$ cat src/rtl/ifu_fetch.sv
`default_nettype none
// ============================================================================
//  Module      : ifu_fetch
//  Description : Instruction fetch unit. Owns the PC, issues one instruction
//                memory request at a time (valid/ready request, valid-only
//                response) and holds the fetched word until the core commits
//                it via pc_update / next_pc.
//                Optional macro IFU_ALIGN_CHECK_EN: a misaligned PC raises
//                fetch_fault instead of issuing a request.
//  Revision    : 1.0 - initial release
// ============================================================================
module ifu_fetch #(
    parameter logic [31:0] RESET_PC       = 32'h8000_0000,
    parameter int unsigned TIMEOUT_CYCLES = 255,
    parameter logic [31:0] NOP_INST       = 32'h0000_0013
) (
    input  logic        clk,
    input  logic        rst,
    input  logic [31:0] next_pc,
    input  logic        pc_update,
    output logic        imem_req_valid,
    input  logic        imem_req_ready,
    output logic [31:0] imem_req_addr,
    input  logic        imem_rsp_valid,
    input  logic [31:0] imem_rsp_data,
    input  logic        imem_rsp_err,
    output logic [31:0] pc,
    output logic [31:0] instruction,
    output logic        inst_valid,
    output logic        fetch_fault
);

    // Counter is 8 bits unless the timeout needs more range.
    localparam int unsigned     CNT_W       = (TIMEOUT_CYCLES > 255) ? $clog2(TIMEOUT_CYCLES + 1) : 8;
    localparam logic [CNT_W-1:0] TIMEOUT_VAL = CNT_W'(TIMEOUT_CYCLES);

    typedef enum logic [1:0] {
        S_REQ  = 2'd0,
        S_WAIT = 2'd1,
        S_HOLD = 2'd2
    } state_t;

    state_t           r_state;
    state_t           w_state_nxt;
    logic [31:0]      r_pc;
    logic [31:0]      r_inst;
    logic             r_inst_valid;
    logic             r_fault;
    logic [CNT_W-1:0] r_cnt;
    logic [CNT_W-1:0] w_cnt_inc;
    logic             w_timeout;
    logic             w_misaligned;
    logic             w_req_fire;

`ifdef IFU_ALIGN_CHECK_EN
    assign w_misaligned  = (r_pc[1:0] != 2'b00);
    assign imem_req_addr = r_pc;
`else
    assign w_misaligned  = 1'b0;
    assign imem_req_addr = {r_pc[31:2], 2'b00};
`endif

    // Request is held low while in reset so memory never sees a request
    // during the reset cycles; it rises the first cycle after rst drops.
    assign imem_req_valid = (r_state == S_REQ) && !w_misaligned && !rst;
    assign w_req_fire     = imem_req_valid && imem_req_ready;

    // Saturating increment; timeout fires on the WAIT cycle that would bring
    // the count up to TIMEOUT_CYCLES, i.e. after exactly TIMEOUT_CYCLES waits.
    assign w_cnt_inc = (r_cnt == {CNT_W{1'b1}}) ? r_cnt : r_cnt + CNT_W'(1);
    assign w_timeout = (TIMEOUT_CYCLES != 0) && (w_cnt_inc == TIMEOUT_VAL);

    assign pc          = r_pc;
    assign instruction = r_inst;
    assign inst_valid  = r_inst_valid;
    assign fetch_fault = r_fault;

    // State register.
    always_ff @(posedge clk) begin
        if (rst) begin
            r_state <= S_REQ;
        end else begin
            r_state <= w_state_nxt;
        end
    end

    // Next-state logic: response beats timeout; pc_update only matters in HOLD.
    always_comb begin
        w_state_nxt = r_state;
        case (r_state)
            S_REQ: begin
                if (w_misaligned) begin
                    w_state_nxt = S_HOLD;
                end else if (w_req_fire) begin
                    w_state_nxt = S_WAIT;
                end
            end
            S_WAIT: begin
                if (imem_rsp_valid || w_timeout) begin
                    w_state_nxt = S_HOLD;
                end
            end
            S_HOLD: begin
                if (pc_update) begin
                    w_state_nxt = S_REQ;
                end
            end
            default: w_state_nxt = S_REQ;
        endcase
    end

    // PC, held instruction, status flags and wait counter.
    always_ff @(posedge clk) begin
        if (rst) begin
            r_pc         <= RESET_PC;
            r_inst       <= NOP_INST;
            r_inst_valid <= 1'b0;
            r_fault      <= 1'b0;
            r_cnt        <= '0;
        end else begin
            case (r_state)
                S_REQ: begin
                    if (w_misaligned) begin
                        r_inst       <= NOP_INST;
                        r_fault      <= 1'b1;
                        r_inst_valid <= 1'b1;
                    end
                end
                S_WAIT: begin
                    r_cnt <= w_cnt_inc;
                    if (imem_rsp_valid) begin
                        r_inst       <= imem_rsp_err ? NOP_INST : imem_rsp_data;
                        r_fault      <= imem_rsp_err;
                        r_inst_valid <= 1'b1;
                    end else if (w_timeout) begin
                        r_inst       <= NOP_INST;
                        r_fault      <= 1'b1;
                        r_inst_valid <= 1'b1;
                    end
                end
                S_HOLD: begin
                    if (pc_update) begin
                        r_pc         <= next_pc;
                        r_inst       <= NOP_INST;
                        r_fault      <= 1'b0;
                        r_inst_valid <= 1'b0;
                        r_cnt        <= '0;
                    end
                end
                default: ;
            endcase
        end
    end

endmodule
`default_nettype wire

$ cat config.mk
export PLATFORM = sky130hd
export DESIGN_NAME = ifu_fetch
export DESIGN_NICKNAME = d
export VERILOG_FILES = /design/src/rtl/ifu_fetch.sv
export SDC_FILE = /design/constraint.sdc
export NUM_CORES = 1
export LEC_CHECK = 0
export CAP_MARGIN = 20
export CORE_MARGIN = 2
export CORE_UTILIZATION = 41
export DETAILED_ROUTE_END_ITERATION = 8
export GPL_ROUTABILITY_DRIVEN = 0
export HOLD_SLACK_MARGIN = 0.03
export PLACE_DENSITY = 0.83
export SYNTH_ARGS = -nofsm -noshare
export SYNTH_HDL_FRONTEND = slang
export SYNTH_SLANG_ARGS = --single-unit
$ cat constraint.sdc
create_clock -name clk -period 4.9 [get_ports clk]
set_input_delay 0.49 -clock clk [delete_from_list [all_inputs] [get_ports clk]]
set_output_delay 0.49 -clock clk [all_outputs]
set_load 0.02 [all_outputs]
==> impl_metrics.ini <==
[timing]
worst_clock_skew_ns = 0.00931
hold_viol = 0
timing.fmax_mhz = 405
hold_ws_ns = 0.448
tns_ns = 0
maxSlewViolCount = 0
finalSetupViolCount = 0
min_period_ns = 2.47
slew_headroom_pct = 54.6
min_period_over_period_pct = 50.4
grt_setup_unrepaired = false
tightest_slew_ns = 0.679

[power]
power.density_nw_per_um2 = 259
leakagePower_uw = 0.00171
comb_power_share_pct = 12.3
clockPowerShare_pct = 35.4
p_seq_share_pct = 52.3
swShare_pct = 25.7
peakVddDrop_uv = 155
p_int_uw = 908
switching_power_uw = 314

[drt]
wl_met2_um = 3860
met1_length_um = 3230
viasPerCell = 5.01
wl_um = 8010
wl_met3_um = 888
drc_errors = 0
drt-initial-drc-count = 169
ant_nets = 0
top_layer_used = met4
first_pass_iters = 4
num_vias = 2857
detail_route.wl_per_cell_um = 14.1

[setup_path]
critical_path_class = primary input to primary output
crit_path_top_delay_cell = clkdlybuf4s50_1
path_cells = clkdlybuf4s50_1, buf_4, nor3_1, clkdlybuf4s50_1
critPathRequiredTime_ns = 4.41
cp-end-kind = primary output
cpPeakStageDelay_ns = 0.55
crit_path_frequent_cell = clkdlybuf4s50_1
crit_path_start_kind = primary input
cp_max_fo = 42
cp.arrival_ns = 1.98

[synth]
synth_compound_area_share_pct = 20.0
synth_edf_count = 0
synth_top_family_by_area = compound AO/OA/AOI/OAI gates
postSynthCellCount = 335
synthXorXnorAreaFrac_pct = 0
yosys.area_share.simple_pct = 17.0
ys_top_cells_by_area = dfxtp_1 (50%), nand2_1 (8.9%), a22o_1 (8.4%)
ys_types = 40
synthArstFlopShare_pct = 0
yosysMostFrequentCell = dfxtp_1
synth_top_cells_by_count = dfxtp_1 (76), nand2_1 (72), a21oi_1 (41)
synth_mux_area_share_pct = 0.331
syn_area_um2 = 3020
synth_top_area_cell = dfxtp_1
synth_top_flop_cell = dfxtp_1
yosysWarnings = 0
synth_top_area_share_pct = 50.4
syn_avg_cell_area_um2 = 9.02
synth_seq_cells = 76
synth-adder-area-share_pct = 0.414
yosysSeqAreaShare_pct = 50.4

[clock_tree]
hold_buffers = 0
postCtsSetupRepairBufs = 0
ctsResizeCount = 0
cts_tree = done
clkTransAtPathRegs_ns = 0.08
clock_path_buffers = 2
clock-sinks = 76
insertion_delay_ns = 0.34
cts_root_buffer = clkbuf_8
cts_htree_levels = 3
numCtsBuffers = 9

[global_routing]
grt_max_degree = 43
grt_pass1_wl_um = 12500
grt_use_total_pct = 19.0
grt_pass1_vias = 2626
antenna_found_initial = 0
grt.overflow.total = 0

[placed_design]
numPortBuffers = 166
postPlaceCellArea_um2 = 4500
dp_hpwl_um = 5980

[hold_path]
holdCritPathClass = register to register

[floorplanning]
core_area_um2 = 7180
placementRows = 31
dieArea_um2 = 8070
initial_core_util_pct = 42.1
ioPinCount = 169
die_y_um = 89.8
die_x_um = 89.8

[layout]
area_growth_syn_to_layout_pct = 56.0
antennaDiodeCount = 0
postLayoutCellArea_um2 = 4710
layout-drive-gt1-share_pct = 5.94
nets = 537

[flow_run]
drv_cap = 0

[outcome]
status = completed
[final cells by class]
type	instances	area, um2
fillers	576	2460
repair buffers	171	1720
flip-flops and latches	76	1520
multi-input cells	204	1150
clock buffers	9	124
well taps	99	124
clock inverters	7	60.1
inverters	4	15.0
[metrics by stage]
step	utilization (%)	instances	power (uW)	worst slack, ns
6_report	65.7	570	1220	2.43
5_1_grt	65.7	570	1270	2.37
4_1_cts	65.3	569	1240	2.34
3_5_place_dp	62.8	553	803	1.98
3_3_place_gp	62.8	553	801	2.06
2_1_floorplan	-	336	717	2.88
[cells in the final DEF, fill, tap and decap left out, types with 3 or more instances in the layout]
cell	count
nand2_1	72
buf_4	4
dfxtp_1	76
and3_1	3
nand3b_1	3
a31oi_1	6
clkdlybuf4s50_1	166
nor2_1	6
clkinvlp_4	3
inv_1	4
nand2b_1	3
a22o_1	29
clkbuf_8	9
nand3_1	10
a21oi_1	41
[power groups by stage]
| stage | registers, uW | logic [uW] | clock network, uW |
|---|---|---|---|
| after floorplan | 665 | 51.9 | 0 |
| after global placement | 653 | 147 | 0 |
| after detailed placement | 654 | 149 | 0 |
| after CTS | 639 | 150 | 449 |
| after global routing | 641 | 160 | 473 |
| final | 639 | 150 | 433 |
[metal layers]
| metal | vias up | global-route usage [%] |
|---|---|---|
| li1 | 1388 | - |
| met1 | 1323 | 21.2 |
| met2 | 144 | 33.0 |
| met3 | 2 | 7.46 |
| met4 | 0 | 6.92 |
| met5 | - | 0 |
[final timing paths]
path	start	to	slack (ns)	cells past startpoint
max	rst	imem_req_valid	2.43	4
min reg2reg	instruction[1]$_SDFFE_PP1P_	instruction[1]$_SDFFE_PP1P_	0.45	2
max reg2reg	r_cnt[0]$_SDFFE_PP0P_	instruction[27]$_SDFFE_PP0P_	2.61	7
min	instruction[1]$_SDFFE_PP1P_	instruction[1]$_SDFFE_PP1P_	0.45	2
[kinds of logic (layout without fill, tap and decap cells)]
family | after synthesis | count (layout)
fa+ha+maj | 1 | 1
buf+inv | 56 | 191
mux | 1 | 1
flops | 76 | 76
compound gates | 88 | 88
other cells | 1 | 2
simple gates | 112 | 112
[state kept, by name, summed over array words and instances (netlist names)]
name and cells:
fetch_fault 1, inst_valid 1, instruction 32, pc 32, r_cnt 8, r_state 2
[critical path, delay by kind of cell]
family	cells	cell delay, ns
and+or+nand+nor	1	0.08
buffers and inverters	3	1.38
Note: power is estimated with default switching activity, not from simulation.
